[src/rtl/spi_cmd_sequencer.sv]
// Command FIFO and start/ready handshake sequencer in front of an SPI master.
// Commands with illegal bit counts are answered locally with an error response.
module spi_cmd_sequencer #(
  parameter int unsigned SPI_MAXLEN = 32,
  parameter int unsigned CMD_DEPTH  = 4,
  localparam int unsigned NW = $clog2(SPI_MAXLEN) + 1
) (
  input  logic                  clk,
  input  logic                  sresetn,
  input  logic                  cmd_valid,
  output logic                  cmd_ready,
  input  logic [NW-1:0]         cmd_n_clks,
  input  logic [SPI_MAXLEN-1:0] cmd_tx_data,
  output logic                  start_cmd,
  input  logic                  spi_drv_rdy,
  output logic [NW-1:0]         n_clks,
  output logic [SPI_MAXLEN-1:0] tx_data,
  input  logic [SPI_MAXLEN-1:0] rx_miso,
  output logic                  rsp_valid,
  input  logic                  rsp_ready,
  output logic [SPI_MAXLEN-1:0] rsp_data,
  output logic                  rsp_err,
  output logic                  busy
);

  localparam int unsigned AW = $clog2(CMD_DEPTH);
  localparam int unsigned CW = AW + 1;

  typedef enum logic [1:0] {StIdle, StIssue, StBusy} state_e;

  state_e                state_q, state_d;
  logic                  start_q, start_d;
  logic [NW-1:0]         fifo_n [CMD_DEPTH];
  logic [SPI_MAXLEN-1:0] fifo_d [CMD_DEPTH];
  logic [AW-1:0]         wr_ptr_q, rd_ptr_q;
  logic [CW-1:0]         count_q;
  logic [NW-1:0]         n_q;
  logic [SPI_MAXLEN-1:0] tx_q;
  logic                  rsp_valid_q, rsp_err_q;
  logic [SPI_MAXLEN-1:0] rsp_data_q;
  logic                  push, pop, load, rsp_set, rsp_set_err;
  logic [NW-1:0]         head_n;
  logic                  head_bad;

  assign cmd_ready = (count_q != CW'(CMD_DEPTH));
  assign push      = cmd_valid && cmd_ready;
  assign head_n    = fifo_n[rd_ptr_q];
  assign head_bad  = (head_n == '0) || (head_n > NW'(SPI_MAXLEN));

  always_comb begin
    state_d     = state_q;
    start_d     = start_q;
    pop         = 1'b0;
    load        = 1'b0;
    rsp_set     = 1'b0;
    rsp_set_err = 1'b0;
    unique case (state_q)
      StIdle: begin
        // A pending response blocks issue so responses never overtake each other.
        if ((count_q != '0) && !rsp_valid_q) begin
          if (head_bad) begin
            pop         = 1'b1;
            rsp_set     = 1'b1;
            rsp_set_err = 1'b1;
          end else if (spi_drv_rdy) begin
            pop     = 1'b1;
            load    = 1'b1;
            start_d = 1'b1;
            state_d = StIssue;
          end
        end
      end
      StIssue: begin
        if (!spi_drv_rdy) begin
          start_d = 1'b0;
          state_d = StBusy;
        end
      end
      StBusy: begin
        if (spi_drv_rdy) begin
          rsp_set = 1'b1;
          state_d = StIdle;
        end
      end
      default: begin
        start_d = 1'b0;
        state_d = StIdle;
      end
    endcase
  end

  always_ff @(posedge clk or negedge sresetn) begin
    if (!sresetn) begin
      state_q <= StIdle;
      start_q <= 1'b0;
    end else begin
      state_q <= state_d;
      start_q <= start_d;
    end
  end

  always_ff @(posedge clk) begin
    if (push) begin
      fifo_n[wr_ptr_q] <= cmd_n_clks;
      fifo_d[wr_ptr_q] <= cmd_tx_data;
    end
  end

  always_ff @(posedge clk or negedge sresetn) begin
    if (!sresetn) begin
      wr_ptr_q <= '0;
      rd_ptr_q <= '0;
      count_q  <= '0;
    end else begin
      if (push) wr_ptr_q <= wr_ptr_q + AW'(1);
      if (pop)  rd_ptr_q <= rd_ptr_q + AW'(1);
      count_q <= count_q + CW'(push) - CW'(pop);
    end
  end

  always_ff @(posedge clk or negedge sresetn) begin
    if (!sresetn) begin
      n_q         <= '0;
      tx_q        <= '0;
      rsp_valid_q <= 1'b0;
      rsp_err_q   <= 1'b0;
      rsp_data_q  <= '0;
    end else begin
      if (load) begin
        n_q  <= head_n;
        tx_q <= fifo_d[rd_ptr_q];
      end
      if (rsp_set) begin
        rsp_valid_q <= 1'b1;
        rsp_err_q   <= rsp_set_err;
        rsp_data_q  <= rsp_set_err ? '0 : rx_miso;
      end else if (rsp_valid_q && rsp_ready) begin
        rsp_valid_q <= 1'b0;
      end
    end
  end

  assign start_cmd = start_q;
  assign n_clks    = n_q;
  assign tx_data   = tx_q;
  assign rsp_valid = rsp_valid_q;
  assign rsp_err   = rsp_err_q;
  assign rsp_data  = rsp_data_q;
  assign busy      = (count_q != '0) || (state_q != StIdle) || rsp_valid_q;

endmodule
[config.mk]
export PLATFORM = sky130hd
export DESIGN_NAME = spi_cmd_sequencer
export DESIGN_NICKNAME = d
export VERILOG_FILES = /design/src/rtl/spi_cmd_sequencer.sv
export SDC_FILE = /design/constraint.sdc
export NUM_CORES = 1
export LEC_CHECK = 0
export BUFFER_PORTS_ARGS = -buffer_cell sky130_fd_sc_hd__buf_4
export CAP_MARGIN = 15
export CORE_MARGIN = 1.5
export CORE_UTILIZATION = 50
export CTS_BUF_LIST = sky130_fd_sc_hd__clkbuf_16
export CTS_CLUSTER_SIZE = 14
export DETAILED_ROUTE_END_ITERATION = 8
export PLACE_DENSITY = 0.82
export SKIP_LAST_GASP = 1
export SYNTH_ARGS = -nofsm -noshare
export SYNTH_HDL_FRONTEND = slang
export SYNTH_SLANG_ARGS = --single-unit
[constraint.sdc]
create_clock -name clk -period 4.1 [get_ports clk]
set_input_delay 0 -clock clk [delete_from_list [all_inputs] [get_ports clk]]
set_output_delay 0 -clock clk [all_outputs]
set_load 0.05 [all_outputs]
== Word-level counts from Yosys, hierarchy flattened ==
Memory sizes are Yosys's and may differ from the RTL's. A register that Yosys moved wholly into a read port is not among the register bits.
Cells that the tools add are included.
Cells by class
  magnitude comparators: 1
  multiplexer cells: 27
  $mul: 0
  shifts and indexed selects: 0
  reductions and logical operators: 15
  add/subtract/negate cells: 4
  equal/unequal tests: 8
  div/mod/pow operators: 0
  bitwise gates (word level): 1
Operators by type and width (count)
  32-bit two-way mux: 1
  1-bit two-way mux: 18
  2-bit two-way mux: 5
  2-bit != test (second input constant): 5
  5-bit AND reduction: 2
  6-bit greater-than comparator (second input constant): 1
  6-bit logical NOT: 1
  2-bit one-hot mux with 3 select lines: 1
  2-bit by 1-bit adder with 2-bit output (second input constant): 2
  2-bit nonzero test: 2
  3-bit by 1-bit adder with 3-bit output: 1
  1-bit logical AND: 3
  1-bit logical OR: 3
  3-bit != test (second input constant): 1
  1-bit one-hot mux with 3 select lines: 1
  3-bit nonzero test: 1
  3-bit by 1-bit subtractor with 3-bit output: 1
  2-bit by 1-bit equality test with 1-bit output (second input constant): 1
  2-bit equality test (second input constant): 1
  1-bit logical NOT: 2
  2-bit logical NOT: 1
  1-bit one-hot mux with 2 select lines: 1
  1-bit NOT: 1
Storage, ports and cells
  bits in latches: 0
  memory bits (writable): 152
  memories: 2
  bits in registers: 50
  ROM bits: 0
  logic and storage cells: 67
Memories
  fifo_d: words 4, bits a word 32, rd ports 1, clocked after Yosys merged registers in 1, write ports 1, line 34  | logic [SPI_MAXLEN-1:0] fifo_d [CMD_DEPTH];
  fifo_n: words 4, bits a word 6, rd ports 1, clocked after Yosys merged registers in 0, write ports 1, line 33  | logic [NW-1:0] fifo_n [CMD_DEPTH];

== Depth between registers and ports, before layout ==
An unclocked memory read counts as a cell.
  word-level depth: 7
  depth in mapped cells: 13

== Least setup slack after synthesis ==
OpenSTA, ideal clock, no wires.
  path kind: register -> register
  start: reg rd_ptr_q[0]
  end: reg count_q[2]
  setup time: 0.123 ns
  data required time: 3.977 ns
  arrival: 3.242 ns
  path buffers: 2
  stages on the path, launching flop included: 14
  period minus slack after synthesis: 3.364 ns
  slack: 0.736 ns
  cells stage by stage: dfrtp_1 -> clkbuf_1 -> buf_2 -> mux4_2 -> or2_1 -> o21a_1 -> o31a_1 -> ha_1 -> inv_1 -> ha_1 -> inv_1 -> fa_1 -> xnor2_1 -> xnor2_1
On the way
  word-level cells in the longest chain between the ends: 7
  elaborated cells on any way between the ends: 8
  those cells by class: add/sub (1); order compare (1); mux (3); reduce/logical (2); memory (1)
RTL lines
  from (decl): line 35  | logic [AW-1:0] wr_ptr_q, rd_ptr_q;
  from (signal assigned): line 116  | if (pop) rd_ptr_q <= rd_ptr_q + AW'(1);
  memory read 4 x 6 bit (*)
  6-bit greater-than comparator / 6-bit logical NOT (equally long branches): line 48  | assign head_bad = (head_n == '0) || (head_n > NW'(SPI_MAXLEN));
  1-bit logical OR (*): line 48
  1-bit two-way mux (*): line 61  | if (head_bad) begin
  1-bit two-way mux (*): line 60  | if ((count_q != '0) && !rsp_valid_q) begin
  1-bit two-way mux (*): line 57  | unique case (state_q)
  net pop: line 41  | logic push, pop, load, rsp_set, rsp_set_err;
  3-bit by 1-bit subtractor with 3-bit output (*): line 117  | count_q <= count_q + CW'(push) - CW'(pop);
  to (signal assigned): line 117
  to (decl): line 36  | logic [CW-1:0] count_q;
Mark *: on every way through the listed nets, which the timed path passes. The rest lies on a longest branch.
A chain may end at the register's enable or synchronous reset.

== Final worst setup path ==
Ends and elaborated chain as after synthesis.

==> impl_metrics.yaml <==
global_routing:
  grt_antenna_before_repair: 1
  grt-ovfl-total: 0
  grt_max_degree: 44
  first_global_vias: 5486
  grt_pass1_wl_um: 28240
  globalRouteTotalUtil_pct: 20.52
detailed_routing:
  drt_iter0_markers: 191
  drt_first_pass_iters: 4
  final_antenna_net_count: 0
  vias_per_cell: 5.331
  routed_wl_um: 18430
  vias: 5150
  drc: 0
  wl_per_cell_um: 19.08
layout:
  layout.nets: 804
  multi_input_area_um2: 2073
  syn2layout_area_growth_pct: 32.80
  final_util_pct: 67.89
  drive_gt1_share_pct: 32.03
  n_fill_cell: 1067
  final-seq-area_um2: 6619
floorplan:
  fp.dieW_um: 135.8
  start_util_pct: 51.13
  dieHeight_um: 135.8
  core_um2: 17240
  num_rows: 48
  dieArea_um2: 18430
  io_pins: 150
clocking:
  cts_buffers: 24
  root_buffer: "clkbuf_16"
  cts_tree: "yes"
  path_clk_slew_ns: 0.06
  htreeDepth: 1
  clk_latency_ns: 0.53
  clockBufferDepth: 3
  cts_sinks: 234
timing:
  setup_violations: 0
  setup_slack_ns: 0.4970
  hold_violations: 0
  rsz0062_at_grt: "false"
  period_share_pct: 87.88
  fin_skew_ns: 0.02047
  slew_viol_final: 0
  fin_crit_ns: 3.603
  slew_headroom_pct: 28.16
  tightest_slew_ns: 1.078
  final.setup.tns_ns: 0
  max_freq_mhz: 277.5
logic_synthesis:
  synth_top_family_by_area: "multiplexers"
  synthMuxAreaShare_pct: 14.18
  ys_types: 37
  syn_nets: 570
  synth-xor-area-share_pct: 0.5963
  seq_area_frac_synth_pct: 75.08
  syn_inst: 488
  synth_flop_cell: "edfxtp_1"
  synth_edf_count: 152
  synth_warnings: 0
  synth-async-reset-ratio_pct: 35.04
  synthAdderAreaFrac_pct: 1.079
  syn_area_per_cell_um2: 18.06
  ys_seq_elements: 234
  synth_area_um2: 8812
  yosys.area_share.simple_pct: 4.316
  synth_compound_area_share_pct: 3.237
critical_path:
  startpoint_type: "flip-flop"
  worstPathArrival_ns: 4.00
  endpoint_kind: "flip-flop"
  worstSetupPathType: "reg -> reg"
  critPathMaxFanout: 21
  required_ns: 4.50
hold_path:
  hold_class: "in -> async"
run_status:
  status: "completed"
power_and_ir_drop:
  ir_worst_vdd_mv: 0.5106
  power.leakage_nw: 4.599
  power_density_nw_per_um2: 745.2
placed_design:
  gp_congestion: 0.8240
  port_buffers: 149
  dpl.hpwl_um: 10840
  preCtsSetupSlack_ns: 0.4598
run:
  max-cap-violations: 0
per-stage QoR:
step / power, mW / hold WS (ns) / area [µm²] / cells
after global placement: 6.559 / 0.03600 / 10190 / 846
after CTS: 8.812 / 0.02612 / 11690 / 964
after floorplan: 5.696 / -0.2956 / 8812 / 488
after detailed placement: 6.678 / 0.04074 / 10190 / 846
final: 8.720 / 0.04831 / 11700 / 966
after global routing: 9.141 / 0.07875 / 11700 / 966
critical path: stages, from the launching register on:
cell	delay, ns
dfrtp_2	0.63
buf_4	0.47
mux4_2	0.63
nor3_2	0.39
o31a_1	0.22
ha_1	0.25
inv_1	0.06
ha_1	0.13
inv_1	0.04
fa_1	0.37
xnor2_1	0.14
xnor2_1	0.12
cell usage after synthesis, drive strengths merged, types with 2 or more instances:
cell,n,area (µm²)
and2,2,12.51
nor2b,2,12.51
buf,5,31.27
o21ai,4,20.02
o21a,2,15.01
ha,6,75.07
o2bb2ai,2,17.52
mux2,35,394.1
dfrtp,82,2052
clkbuf,18,67.56
edfxtp,152,4564
inv,9,33.78
xnor2,5,43.79
a22oi,2,15.01
nor3,4,36.29
mux4,38,855.8
nand2,68,255.2
nor2,3,11.26
and3,4,25.02
a21oi,33,165.2
power by group:
group,switching [mW],internal [mW],total [mW]
clock network,0.852,1.19,2.04
logic,1.96,1.21,3.17
registers,0.335,3.17,3.51
area by class of cell:
type | count | share of cell area (%)
Antenna cell | 1 | 0.02138
Clock buffer | 24 | 5.132
Clock inverter | 20 | 1.336
Inverter | 9 | 0.2887
Multi-Input combinational cell | 222 | 17.72
Sequential cell | 234 | 56.56
Tap cell | 225 | 2.406
Timing Repair Buffer | 231 | 16.54
metal layers:
metal	wire, µm	vias up	share of wire [%]	GRT usage [%]
met5	0	-	0	0
met4	579	0	3.1	7.587
met1	7181	2605	39	23.71
met2	9456	196	51	37.03
li1	-	2310	-	-
met3	1216	39	6.6	4.976
placed cells by master, fill, tap and decap left out, types with 3 or more instances in the layout:
cell type / Yosys / layout
mux4_2: 38 / 38
xnor2_1: 5 / 5
inv_1: 9 / 19
clkinv_1: 0 / 5
ha_1: 6 / 6
clkbuf_16: 0 / 24
dlygate4sd3_1: 0 / 74
a21oi_1: 33 / 33
edfxtp_1: 152 / 152
nand2_1: 68 / 68
mux2_2: 3 / 3
and3_2: 0 / 4
dfrtp_1: 82 / 80
nor2_1: 3 / 3
mux2_1: 32 / 32
o21ai_0: 4 / 4
buf_4: 3 / 155
flip-flops by register name, summed over array words and instances, names as in the netlist, 2 cells and up:
name and flops:
wr_ptr_q 2, tx_data 32, state_q 2, count_q 3, rd_ptr_q 2, rsp_data 32
n_clks 6, fifo_n 24, fifo_d 128
cell families after synthesis:
kind of cell | after synthesis
flops | 234
xor+xnor | 6
fa+ha+maj | 7
simple gates | 87
mux | 73
compound gates | 49
buf+inv | 32
timing repair:
item,in CTS,in global routing
hold endpoints to repair,231,0
gates resized for setup,0,0
hold buffers,74,0
setup buffers,0,0
path summary, 6_finish.rpt:
check | cells past startpoint | to | slack [ns] | startpoint
worst min register to register | 1 | tx_data[4] | 0.49 | tx_data[4]
worst min-delay path | 2 | rsp_data[6] | 0.05 | sresetn
worst max-delay path | 11 | count_q[2] | 0.50 | rd_ptr_q[0]
max in group asynchronous | 3 | rd_ptr_q[1] | 3.08 | sresetn
worst max register to register | 11 | count_q[2] | 0.50 | rd_ptr_q[0]
min in group clk | 2 | fifo_d[1][14] | 0.21 | cmd_tx_data[14]
(Power assumes the default switching activity.)
